==> src/rtl/fifo_wcheck_arb_pkg.sv <==
// Shared types for fifo_wcheck_arb: FSM state encoding and the check-timeout counter width.
package fifo_wcheck_arb_pkg;

  typedef enum logic [2:0] {
    IDLE       = 3'd0,
    CHECK      = 3'd1,
    CHECK_WAIT = 3'd2,
    WRITE      = 3'd3,
    DONE       = 3'd4
  } state_t;

  localparam int TMO_CNT_WIDTH = 16;

  function automatic logic [TMO_CNT_WIDTH-1:0] tmo_last(input int timeout_cyc);
    return TMO_CNT_WIDTH'(timeout_cyc - 1);
  endfunction

endpackage

==> src/rtl/fifo_rr_arbiter.sv <==
// Combinational round-robin grant: first set request at or after rr_ptr, wrapping.
module fifo_rr_arbiter #(
  parameter int NUM_REQ   = 4,
  parameter int IDX_WIDTH = 2
) (
  input  logic [NUM_REQ-1:0]   req,
  input  logic [IDX_WIDTH-1:0] rr_ptr,
  output logic [IDX_WIDTH-1:0] grant_idx,
  output logic                 grant_any
);

  logic [IDX_WIDTH-1:0] cand_idx [NUM_REQ];
  logic [NUM_REQ-1:0]   cand_req;

  // Rotate the request vector so position 0 is the current round-robin head.
  for (genvar gi = 0; gi < NUM_REQ; gi++) begin : g_rot
    assign cand_idx[gi] = IDX_WIDTH'((int'(rr_ptr) + gi) % NUM_REQ);
    assign cand_req[gi] = req[cand_idx[gi]];
  end

  always_comb begin
    grant_idx = '0;
    grant_any = 1'b0;
    for (int k = NUM_REQ - 1; k >= 0; k--) begin
      if (cand_req[k]) begin
        grant_idx = cand_idx[k];
        grant_any = 1'b1;
      end
    end
  end

endmodule

==> src/rtl/fifo_wcheck_arb.sv <==
// Round-robin write-side controller for the checked FIFO with duplicate dropping.
// Optional statistics counters are built when FIFO_WCHECK_ARB_STATS_EN is defined.
module fifo_wcheck_arb
  import fifo_wcheck_arb_pkg::*;
#(
  parameter int DATA_WIDTH  = 32,
  parameter int NUM_REQ     = 4,
  parameter int IDX_WIDTH   = 2,
  parameter int TIMEOUT_CYC = 64,
  parameter int CNT_WIDTH   = 16
) (
  input  logic                          clk,
  input  logic                          rst,
  input  logic [NUM_REQ-1:0]            req,
  input  logic [NUM_REQ*DATA_WIDTH-1:0] req_dat,
  output logic [NUM_REQ-1:0]            ack,
  output logic                          ack_dup,
  output logic                          busy,
  output logic                          timeout_err,
  output logic                          ff_wren,
  output logic [DATA_WIDTH-1:0]         ff_wdat,
  input  logic                          ff_full,
  input  logic                          ff_empty,
  output logic                          ff_check_req,
  output logic [DATA_WIDTH-1:0]         ff_check_dat,
  input  logic                          ff_check_res,
  input  logic                          ff_check_vld,
  output logic [CNT_WIDTH-1:0]          stat_wr_cnt,
  output logic [CNT_WIDTH-1:0]          stat_dup_cnt
);

  state_t                   state_reg;
  logic [IDX_WIDTH-1:0]     rr_ptr_reg;
  logic [IDX_WIDTH-1:0]     idx_reg;
  logic [DATA_WIDTH-1:0]    data_reg;
  logic                     dup_reg;
  logic                     timeout_err_reg;
  logic [TMO_CNT_WIDTH-1:0] tmo_cnt_reg;

  logic [IDX_WIDTH-1:0]     grant_idx;
  logic                     grant_any;
  logic [DATA_WIDTH-1:0]    req_word [NUM_REQ];

  for (genvar gi = 0; gi < NUM_REQ; gi++) begin : g_word
    assign req_word[gi] = req_dat[gi*DATA_WIDTH +: DATA_WIDTH];
  end

  fifo_rr_arbiter #(
    .NUM_REQ   (NUM_REQ),
    .IDX_WIDTH (IDX_WIDTH)
  ) u_arb (
    .req       (req),
    .rr_ptr    (rr_ptr_reg),
    .grant_idx (grant_idx),
    .grant_any (grant_any)
  );

  always_ff @(posedge clk or posedge rst) begin
    if (rst) begin
      state_reg       <= IDLE;
      rr_ptr_reg      <= '0;
      idx_reg         <= '0;
      data_reg        <= '0;
      dup_reg         <= 1'b0;
      timeout_err_reg <= 1'b0;
      tmo_cnt_reg     <= '0;
    end else begin
      timeout_err_reg <= 1'b0;
      case (state_reg)
        IDLE: begin
          if (grant_any) begin
            idx_reg   <= grant_idx;
            data_reg  <= req_word[grant_idx];
            dup_reg   <= 1'b0;
            state_reg <= ff_empty ? WRITE : CHECK;
          end
        end
        CHECK: begin
          tmo_cnt_reg <= '0;
          state_reg   <= CHECK_WAIT;
        end
        CHECK_WAIT: begin
          if (ff_check_vld) begin
            dup_reg   <= ff_check_res;
            state_reg <= ff_check_res ? DONE : WRITE;
          end else if (tmo_cnt_reg == tmo_last(TIMEOUT_CYC)) begin
            // No answer from the FIFO: treat as a miss and write anyway.
            timeout_err_reg <= 1'b1;
            state_reg       <= WRITE;
          end else begin
            tmo_cnt_reg <= tmo_cnt_reg + TMO_CNT_WIDTH'(1);
          end
        end
        WRITE: begin
          if (!ff_full) state_reg <= DONE;
        end
        DONE: begin
          rr_ptr_reg <= (idx_reg == IDX_WIDTH'(NUM_REQ - 1)) ? '0 : idx_reg + IDX_WIDTH'(1);
          state_reg  <= IDLE;
        end
        default: state_reg <= IDLE;
      endcase
    end
  end

  for (genvar gi = 0; gi < NUM_REQ; gi++) begin : g_ack
    assign ack[gi] = (state_reg == DONE) && (idx_reg == IDX_WIDTH'(gi));
  end

  assign ack_dup      = (state_reg == DONE) && dup_reg;
  assign busy         = (state_reg != IDLE);
  assign timeout_err  = timeout_err_reg;
  // Write enable must see the live full flag so a stalled write fires the cycle full drops.
  assign ff_wren      = (state_reg == WRITE) && !ff_full;
  assign ff_wdat      = data_reg;
  assign ff_check_req = (state_reg == CHECK);
  assign ff_check_dat = data_reg;

`ifdef FIFO_WCHECK_ARB_STATS_EN
  logic [CNT_WIDTH-1:0] wr_cnt_reg;
  logic [CNT_WIDTH-1:0] dup_cnt_reg;

  always_ff @(posedge clk or posedge rst) begin
    if (rst) begin
      wr_cnt_reg  <= '0;
      dup_cnt_reg <= '0;
    end else begin
      if (ff_wren && !(&wr_cnt_reg))
        wr_cnt_reg <= wr_cnt_reg + CNT_WIDTH'(1);
      if (ack_dup && !(&dup_cnt_reg))
        dup_cnt_reg <= dup_cnt_reg + CNT_WIDTH'(1);
    end
  end

  assign stat_wr_cnt  = wr_cnt_reg;
  assign stat_dup_cnt = dup_cnt_reg;
`else
  assign stat_wr_cnt  = '0;
  assign stat_dup_cnt = '0;
`endif

endmodule

==> config.mk <==
export PLATFORM = sky130hd
export DESIGN_NAME = fifo_wcheck_arb
export DESIGN_NICKNAME = d
export VERILOG_FILES = /design/src/rtl/fifo_wcheck_arb_pkg.sv /design/src/rtl/fifo_rr_arbiter.sv /design/src/rtl/fifo_wcheck_arb.sv
export SDC_FILE = /design/constraint.sdc
export NUM_CORES = 1
export LEC_CHECK = 0
export CORE_ASPECT_RATIO = 0.8
export CORE_UTILIZATION = 38
export DETAILED_ROUTE_END_ITERATION = 10
export GPL_ROUTABILITY_DRIVEN = 0
export GPL_TIMING_DRIVEN = 0
export PLACE_DENSITY = 0.85
export SYNTH_ARGS = -nofsm -noshare
export SYNTH_HDL_FRONTEND = slang
export SYNTH_HIERARCHICAL = 1
export SYNTH_SLANG_ARGS = --single-unit
==> constraint.sdc <==
create_clock -name clk -period 2.7 [get_ports clk]
set_clock_uncertainty 0.1 [all_clocks]
set_input_delay 0.27 -clock clk [delete_from_list [all_inputs] [get_ports clk]]
set_output_delay 0.27 -clock clk [all_outputs]
set_load 0.02 [all_outputs]
---- Yosys cells after proc, flatten, opt, wreduce, memory -nomap -nowiden ----
Index checks and enable logic that the tools add are counted.
W data, S select, Z words.
cells by class
  eq/ne operators ......................... 14
  shifts and indexed selects .............. 0
  $add $sub $neg .......................... 5
  $mul .................................... 0
  magnitude comparators ................... 5
  reduce and logical (&&, ||, !) cells .... 16
  multiplexer cells ....................... 36
  divide/modulo/power cells ............... 0
  bitwise operators ....................... 1
operator list
  operator                 number
  $bmux W32 S2             1
  $mux W32                 2
  $mux W16                 2
  $pmux W16 S2             1
  $add A16 B1 Y16 const B  1
  $eq A16 B6 Y1 const B    1
  $mux W3                  5
  $mux W1                  13
  $lt A2 B3 Y1 const B     4
  $mux W2                  6
  $pmux W3 S4              1
  $ne A2 B2 Y1 const B     5
  $reduce_and A3 Y1        3
  $bmux W1 S2              4
  $eq A3 B2 Y1 const B     2
  $logic_and A1 B1 Y1      6
  $add A2 B1 Y2 const B    2
  $add A2 B2 Y2 const B    2
  $eq A2 B2 Y1 const B     2
  $reduce_bool A2 Y1       2
  $eq A3 B1 Y1 const B     1
  $eq A3 B3 Y1 const B     1
  $ge A3 B3 Y1 const B     1
  $logic_not A3 Y1         1
  8 further kinds          8
storage, ports and cells
  bits of input ports ..................... 138
  ROM bits ................................ 0
  bits in latches ......................... 0
  memories ................................ 0
  RAM bits ................................ 0
  word-level logic and storage cells ...... 84
  flip-flop bits (word level) ............. 57

---- Logic depth before layout (Yosys ltp) ----
Gate-level depths: netlist of run 1.
  depth in word-level cells ............... 11
  gate-level depth with buffers ........... 7

---- Hierarchy ----
The synthesis of run 1 kept the hierarchy.
by module, submodules not included
  module           area each (sq um)  times used  sequential area each (sq um)  cells each
  fifo_wcheck_arb  3,844.9            1           1,426.4                       321
  fifo_rr_arbiter  77.6               1           0.0                           13

---- Least setup slack after synthesis of run 1 ----
No wires, ideal clock.
  path kind ............................... register -> register
  start ................................... register rr_ptr_reg[1]
  end ..................................... register data_reg[24], in the netlist ff_check_dat[24]
  data arrival time ....................... 2.128 ns
  path slack .............................. 0.347 ns
  cell stages (with the launch flop) ...... 7
  clock period less this slack ............ 2.353 ns
  required time ........................... 2.475 ns
  path buffers ............................ 2
  path through ............................ dfrtp_1 -> mux2i_1 -> a211oi_2 -> clkbuf_1 -> buf_2 -> mux4_2 -> mux2_2
between the ends
  word-level cells in the longest chain between the ends .. 11
  elaborated cells on any way between the ends .. 24
  those cells by class .................... 3 x add/sub; 19 x mux; 1 x bitwise; 1 x reduce/logical
ends and longest elaborated chain
  item                                             RTL line               source
  start: declaration                               fifo_wcheck_arb.sv:33  logic [IDX_WIDTH-1:0] rr_ptr_reg;
  start signal: assignment                         fifo_wcheck_arb.sv:98  rr_ptr_reg <= (idx_reg == IDX_WIDTH'(NUM_REQ - 1)) ? '0 : idx_reg + IDX_WIDTH'(1);
  $add A2 B2 Y2                                    fifo_rr_arbiter.sv:17  assign cand_idx[gi] = IDX_WIDTH'((int'(rr_ptr) + gi) % NUM_REQ);
  $bmux W1 S2                                      fifo_rr_arbiter.sv:18  assign cand_req[gi] = req[cand_idx[gi]];
  $mux W1 (not written as such)                    fifo_rr_arbiter.sv:18
  $mux W2 (3 in a row)                             fifo_rr_arbiter.sv:25  if (cand_req[k]) begin
  $mux W2 (*)                                      fifo_rr_arbiter.sv:25
  net grant_idx[0]                                 fifo_wcheck_arb.sv:40  logic [IDX_WIDTH-1:0] grant_idx;
  $not A2 Y3 (not written as such) (*)             fifo_wcheck_arb.sv:73  data_reg <= req_word[grant_idx];
  $bmux W32 S2 (*)                                 fifo_wcheck_arb.sv:73
  $mux W32 (not written as such) (*) (2 in a row)  fifo_wcheck_arb.sv:73
  end signal: assignment                           fifo_wcheck_arb.sv:73
  end: declaration                                 fifo_wcheck_arb.sv:35  logic [DATA_WIDTH-1:0] data_reg;
Mark *: on every way through the listed nets, which the timed path passes. The rest lies on a longest branch. The select of a mux whose other input is x is not followed.
A chain may end at the register's enable or synchronous reset.

---- Final worst setup path of run 1 ----
  start ................................... register rr_ptr_reg[1]
  end ..................................... register data_reg[16], in the netlist ff_check_dat[16]
Same word-level chain as after synthesis.

==> summary.md, run 1 <==
| Metric | Value |
|---|---|
| Type of the setup path with the least slack | flop to flop |
| Worst path setup slack after routing | 0.1655 ns |
| Critical Path Sink Type | flop |
| Count of vias placed by the detailed router | 3541 |
| Clock root buffer | clkbuf_16 |
| Core region area | 0.009849 mm2 |
| IO Port Bufs | 210 |
| Sort of element at the start of the critical path | flop |
| Setup TNS | 0 ns |
| Met2 Track Usage GR | 39.92% |
| Cell type with the highest aggregate area in the netlist | dfrtp_1 |
| Fraction of power spent switching nets | approximately 37% |
| Fraction of power consumed by sequential logic | 23.1% |
| Ant diodes | 0 |
| Internal power summed over all cells | 4.109 mW |
| CTS tree | yes |
| Half-perimeter wire length after placement | between 9000 and 10000 um |
| Top cells by count, synth | buf_4, dfrtp_1, mux2_2 |
| Hold slack final | 0.2819 ns |
| Syn. warnings | 6 |
| Min Clock Period, post-route | approximately 2.5 ns |
| Number of enable-type register cells in the synthesized netlist | 0 |
| Die ar. | between 0.01 and 0.015 mm2 |
| Clock transition at the register clock pins on the worst setup and hold paths after CTS | approximately 0.050 ns |
| Flip-flop and latch count after synthesis | 57 |
| Number of setup violations in the final report | 0 |
| CP Data Arrival Time | 2.64 ns |
| Cells after Synth | roughly 330 |
| Die extent in y | approximately 93 um |
| Static leakage power | between 2 and 3 nW |
| Share of cells above drive strength 1 | a little over a quarter |
| Type of the most critical hold path | primary input to asynchronous set/reset pin |
| Busiest grt layer | met2 |
| Synth area leaders | dfrtp_1, mux4_2, buf_4 |
| Vias/cell | 4.864 |
| Clock latency of the later-clocked register in the worst-skew pair | between 0.3 and 0.4 ns |
| Number of max-slew violations in the final report | 0 |
| Boundary Pins | about 240 |
| Synthesized area per cell | approximately 12 um2 |
| Data required time of the critical path | 2.81 ns |
| Top cell type's share of synthesized area | between 30% and 40% |
| Cell row count | 32 |
| Pwr Density | roughly 990 mW/mm2 |
| Top FF cell, synth | dfrtp_1 |
| Most instantiated library cell after synthesis | buf_4 |
| Synth Cell Area | a little under 0.004 mm2 |
| Outcome | complete, no violations |
| Count of clock tree sinks | 57 |
| Number of remaining DRC errors | 0 |
| Portion of the clock cycle consumed by the worst path in the final layout | 93.87% |
| Hold Violations, Final | 0 |
| Iter 0 DRT Violations | between 150 and 200 |
| X dimension of the die | 115.6 um |
| Async set-reset flop share out of synthesis | 100.0% |
| Overall fraction of global-route tracks in use | a little under a quarter |
| Switch Pwr | between 2 and 2.5 mW |
| Total Power | 6.555 mW |
| Initial antenna violation count | 0 |
| Setup repair after global routing missed its margin | false |
| Measured slew at the worst slew-check pin | around 0.7 ns |
| Met1 capacity usage during global routing | 25.88% |
| Critical path startpoint | rr_ptr_reg[1] |
| Count of unique library cells instantiated by Yosys | 42 |
| Worst R2R Start | rr_ptr_reg[1] |
| Final layout net count | between 700 and 800 |
| Drt pass-1 iters | 4 |
| CTS max path bufs | 2 |
| Pre-CTS setup slack | -0.3201 ns |
| Number of flip-flops under the largest register name | 32 |
| Area growth syn-to-layout | 69.44% |
| CTS HTree Levels | 3 |
| Antenna Nets Post-Route | 0 |
| Routed wirelength normalized by instance count | roughly 17 um |
| Peak Freq | 0.3946 GHz |
| Initial Util | between 30% and 40% |
| Global-route wire length before repair | 18300 um |
| Clock network fraction of total power | about 18% |
| Critical-path maximum fanout | 10 |
| GRT overflow | 0 |
| Largest net degree at the start of global routing | 32 |
| IR drop worst, VDD | 584.8 uV |
| Max transition margin | between 50% and 60% |
| Global-route track usage on met3 | roughly 5.8% |
| Sequential cell area fraction in the yosys report | 36.36% |
| WL final | about 12000 um |
| Number of global-route vias before repair | between 3000 and 4000 |
| # Max-Cap Violations | 0 |
| Number of buffers added by the clock tree synthesis step | 9 |
| Power share of the combinational group | roughly three fifths |
==> cell type report <==
cell class	count	area [um2]
timing repair buffer	211	2121
inverter	6	22.52
multi-input combinational	221	2017
fill	756	3203
tap	136	170.2
clock buffer	10	239.0
sequential	57	1426
clock inverter	6	67.56
buffer	81	583.1
==> path summary, 6_finish.rpt <==
| check | to | slack (ns) | depth (start not counted) |
|---|---|---|---|
| min reg2reg | tmo_cnt_reg[5] | 0.38 | 1 |
| max | ff_check_dat[16] | 0.17 | 7 |
| max in group asynchronous | tmo_cnt_reg[0] | 1.63 | 3 |
| min | ff_check_dat[0] | 0.28 | 2 |
| min in group clk | tmo_cnt_reg[5] | 0.38 | 1 |
| max reg2reg | ff_check_dat[16] | 0.17 | 7 |
==> power by group through the flow <==
stage / combinational (mW) / clock (mW) / sequential, mW
2_1_floorplan: 2.06 / 0 / 1.74
3_3_place_gp: 3.84 / 0 / 1.50
3_5_place_dp: 3.93 / 0 / 1.52
4_1_cts: 3.93 / 1.16 / 1.51
5_1_grt: 4.13 / 1.20 / 1.56
6_report: 3.90 / 1.14 / 1.51
==> per-layer routing <==
layer | share of wire (%) | vias up
met1 | 39 | 1714
met2 | 51 | 158
met3 | 7.2 | 24
met5 | 0 | -
li1 | - | 1645
met4 | 2.3 | 0
==> worst max-delay path: stages, from the launching register on <==
cell,delay (ns)
dfrtp_1,0.44
nor3b_1,0.21
a211oi_1,0.07
nor2_1,0.10
clkbuf_1,0.28
clkbuf_1,0.51
mux4_2,0.42
mux2_2,0.28
==> cell families after synthesis <==
logic type | after synthesis | share of synthesized area [%]
simple gates | 81 | 11.67
fa+ha+maj | 5 | 1.595
flops | 57 | 36.36
mux | 72 | 29.63
compound gates | 31 | 5.455
other cells | 1 | 0.09560
buf+inv | 87 | 15.18
==> metrics by stage <==
stage / cells / utilization, % / area, um2
after floorplan: 365 / - / 4039
after global placement: 711 / 64.08 / 6311
after detailed placement: 712 / 64.28 / 6331
after CTS: 728 / 67.38 / 6636
after global routing: 728 / 67.48 / 6646
final: 728 / 67.48 / 6646
==> what timing repair did <==
item                       4_1_cts  5_1_grt
hold endpoints to repair         0        0
hold buffers                     0        0
setup endpoints to repair        1       29
pin swaps                        0        0
resized for setup                1        7
setup buffers                    0        0
==> cells in the final DEF, fill, tap and decap left out, types with 3 or more instances in the layout <==
cell,n
clkbuf_4,3
clkdlybuf4s50_1,209
dfrtp_1,57
nand2_1,23
nand2b_1,4
conb_1,32
mux2_2,33
o31ai_1,4
nand3_1,6
a41o_1,3
nor2_1,12
mux4_2,32
and3_1,13
o21ai_0,6
clkbuf_1,7
inv_1,4
and4_1,4
buf_4,64
ha_1,5
mux2i_1,7
a31oi_1,3
buf_6,3
a21oi_1,7
clkbuf_16,9
No activity file was read; power rests on OpenSTA's default activity.
==> inputs of run 2 (changes only) <==
Settings changed: CORE_MARGIN set to 5, CTS_CLUSTER_DIAMETER set to 30, GPL_TIMING_DRIVEN 0 to not set.
==> summary.md, run 2 (synthesis gave the netlist of run 1 again) <==
| Metric | Value |
|---|---|
| Outcome | complete, no violations |
| Depth of the most critical reg-to-reg path | 5 |
| # Max-Cap Violations | 0 |
| Worst R2R End | ff_check_dat[11] |
| Peak Freq | 0.3898 GHz |
| Worst R2R Start | rr_ptr_reg[0] |
| Vias/cell | 5.043 |
| Die extent in y | just over 100 um |
| Total of hold buffers inserted after clock tree synthesis | 0 |
| Number of global-route vias before repair | approximately 3500 |
| Clock root buffer | clkbuf_16 |
| Top cell family by delay on the critical path | buffers and inverters |
| Type of the setup path with the least slack | flop to primary output |
| Worst path setup slack after routing | 0.1346 ns |
| Overall fraction of global-route tracks in use | 19.13% |
| CTS HTree Levels | 3 |
| Critical Path Sink Type | primary output |
| Setup repair after global routing missed its margin | false |
| Static leakage power | between 2 and 3 nW |
| CP max stage cell | or3b_2 |
| Drt pass-1 iters | 5 |
| Measured slew at the worst slew-check pin | 1.006 ns |
| Cell row count | 33 |
| Number of max-slew violations in the final report | 0 |
| Boundary Pins | between 200 and 250 |
| Summed area of non-filler cells in the final layout | 0.006150 mm2 |
| R2r setup slk | approximately 0.20 ns |
| Setup crit end | ff_check_req |
| Sort of element at the start of the critical path | flop |
| X dimension of the die | around 120 um |
| Total Power | 6.160 mW |
| Worst path bufs/invs | 2 |
| Post-cts gate resize count | 0 |
| Min Clock Period, post-route | between 2 and 3 ns |
| Half-perimeter wire length after placement | 9994 um |
| CTS tree | yes |
| Total instance count after detailed placement | between 600 and 700 |
| Critical path startpoint | state_reg[2] |
| Hold slack final | between 0.2 and 0.3 ns |
| WL final | roughly 12000 um |
| Type of the most critical hold path | primary input to asynchronous set/reset pin |
| Count of clock tree sinks | between 50 and 60 |
| Share of cells above drive strength 1 | around 18% |
| GRT overflow | 0 |
| Hold Violations, Final | 0 |
| Count of vias placed by the detailed router | about 3300 |
| Area growth syn-to-layout | 56.78% |
| CP Data Arrival Time | roughly 2.2 ns |
| Clock transition at the register clock pins on the worst setup and hold paths after CTS | approximately 0.05 ns |
| Iter 0 DRT Violations | approximately 170 |
| CTS max path bufs | 2 |
| Ant diodes | 0 |
| Number of remaining DRC errors | 0 |
| Critical path depth in cells | 3 |
| Number of buffers added for setup after CTS | 0 |
| Pwr Density | between 1000 and 1500 mW/mm2 |
| Portion of the clock cycle consumed by the worst path in the final layout | 95.01% |
| Total of fill cells in the finished design | ~830 |
| Cells traversed along the worst timing path | or3b_2 -> inv_2 -> clkdlybuf4s50_1 |
| Die ar. | 0.01247 mm2 |
| Number of buffers added by the clock tree synthesis step | 9 |
| Antenna Nets Post-Route | 0 |
| Final layout net count | roughly 650 |
| Initial antenna violation count | 0 |
| Setup TNS | 0 ns |
| Max transition margin | between 30% and 40% |
| Core region area | ~0.010 mm2 |
| Clock latency of the later-clocked register in the worst-skew pair | around 0.31 ns |
| Area after detailed placement | 0.005841 mm2 |
| IR drop worst, VDD | around 550 uV |
| Number of setup violations in the final report | 0 |
| Pre-CTS setup slack | -0.08608 ns |
| IO Port Bufs | 210 |
| Data required time of the critical path | between 2 and 2.5 ns |
| Routed wirelength normalized by instance count | roughly 19 um |
| Slowest cell delay on critical path | 0.67 ns |
| Most common library cell in the layout ignoring fill and taps | clkdlybuf4s50_1 |
| Fraction of the core area covered by cells at the end of the flow | 60.54% |
| Number of flip-flops under the largest register name | 32 |
| Critical-path maximum fanout | 15 |
| Largest net degree at the start of global routing | 34 |
| Final Non-Filler Cells | around 660 |
| Initial Util | about two fifths |
| Commonest non-fill, non-tap cells in the layout | clkdlybuf4s50_1, dfrtp_1, mux2_2, mux4_2, conb_1 |
| Global-route wire length before repair | approximately 18000 um |
run 2: worst reg2reg max path: cells and delay by family (launching register included):
kind	cells	cell delay (ns)
flip-flops	1	0.43
multiplexers	2	0.75
AND/OR/NAND/NOR	2	1.00
AO/OA/AOI/OAI	1	0.10
run 2: layout make-up:
| cell class | count | area (um2) | share of cell area (%) |
|---|---|---|---|
| well taps | 140 | 175.2 | 2.848 |
| flip-flops and latches | 57 | 1426 | 23.19 |
| clock inverters | 2 | 35.03 | 0.5697 |
| clock buffers | 14 | 274.0 | 4.456 |
| multi-input cells | 221 | 2032 | 33.04 |
| inverters | 6 | 22.52 | 0.3662 |
| repair buffers | 216 | 2185 | 35.52 |
run 2: worst min path at each step:
stage | slack [ns] | to | depth (start not counted)
final | 0.28 | ff_check_dat[3] | 2
after global routing | 0.33 | ff_check_dat[3] | 2
after CTS | 0.30 | ff_check_dat[3] | 2
after detailed placement | 0.38 | tmo_cnt_reg[5] | 1
after global placement | 0.36 | tmo_cnt_reg[5] | 1
after floorplan | 0.30 | state_reg[1] | 2
run 2: report_power, final:
part           internal, mW  leakage (nW)  switching, mW  total (mW)
logic                  1.87          1.68           1.61        3.47
registers              1.19         0.710          0.327        1.52
clock network         0.789         0.153          0.380        1.17
total                  3.84          2.54           2.31        6.16
run 2: metal layers:
layer / global-route usage, % / part of all wire, % / wire length, um / up-vias
met5: 0 / 0 / 0 / -
met4: 5.191 / 1.5 / 182 / 0
met3: 4.714 / 7.7 / 947 / 14
met2: 33.57 / 53 / 6517 / 159
met1: 23.39 / 38 / 4705 / 1643
li1: - / - / - / 1492
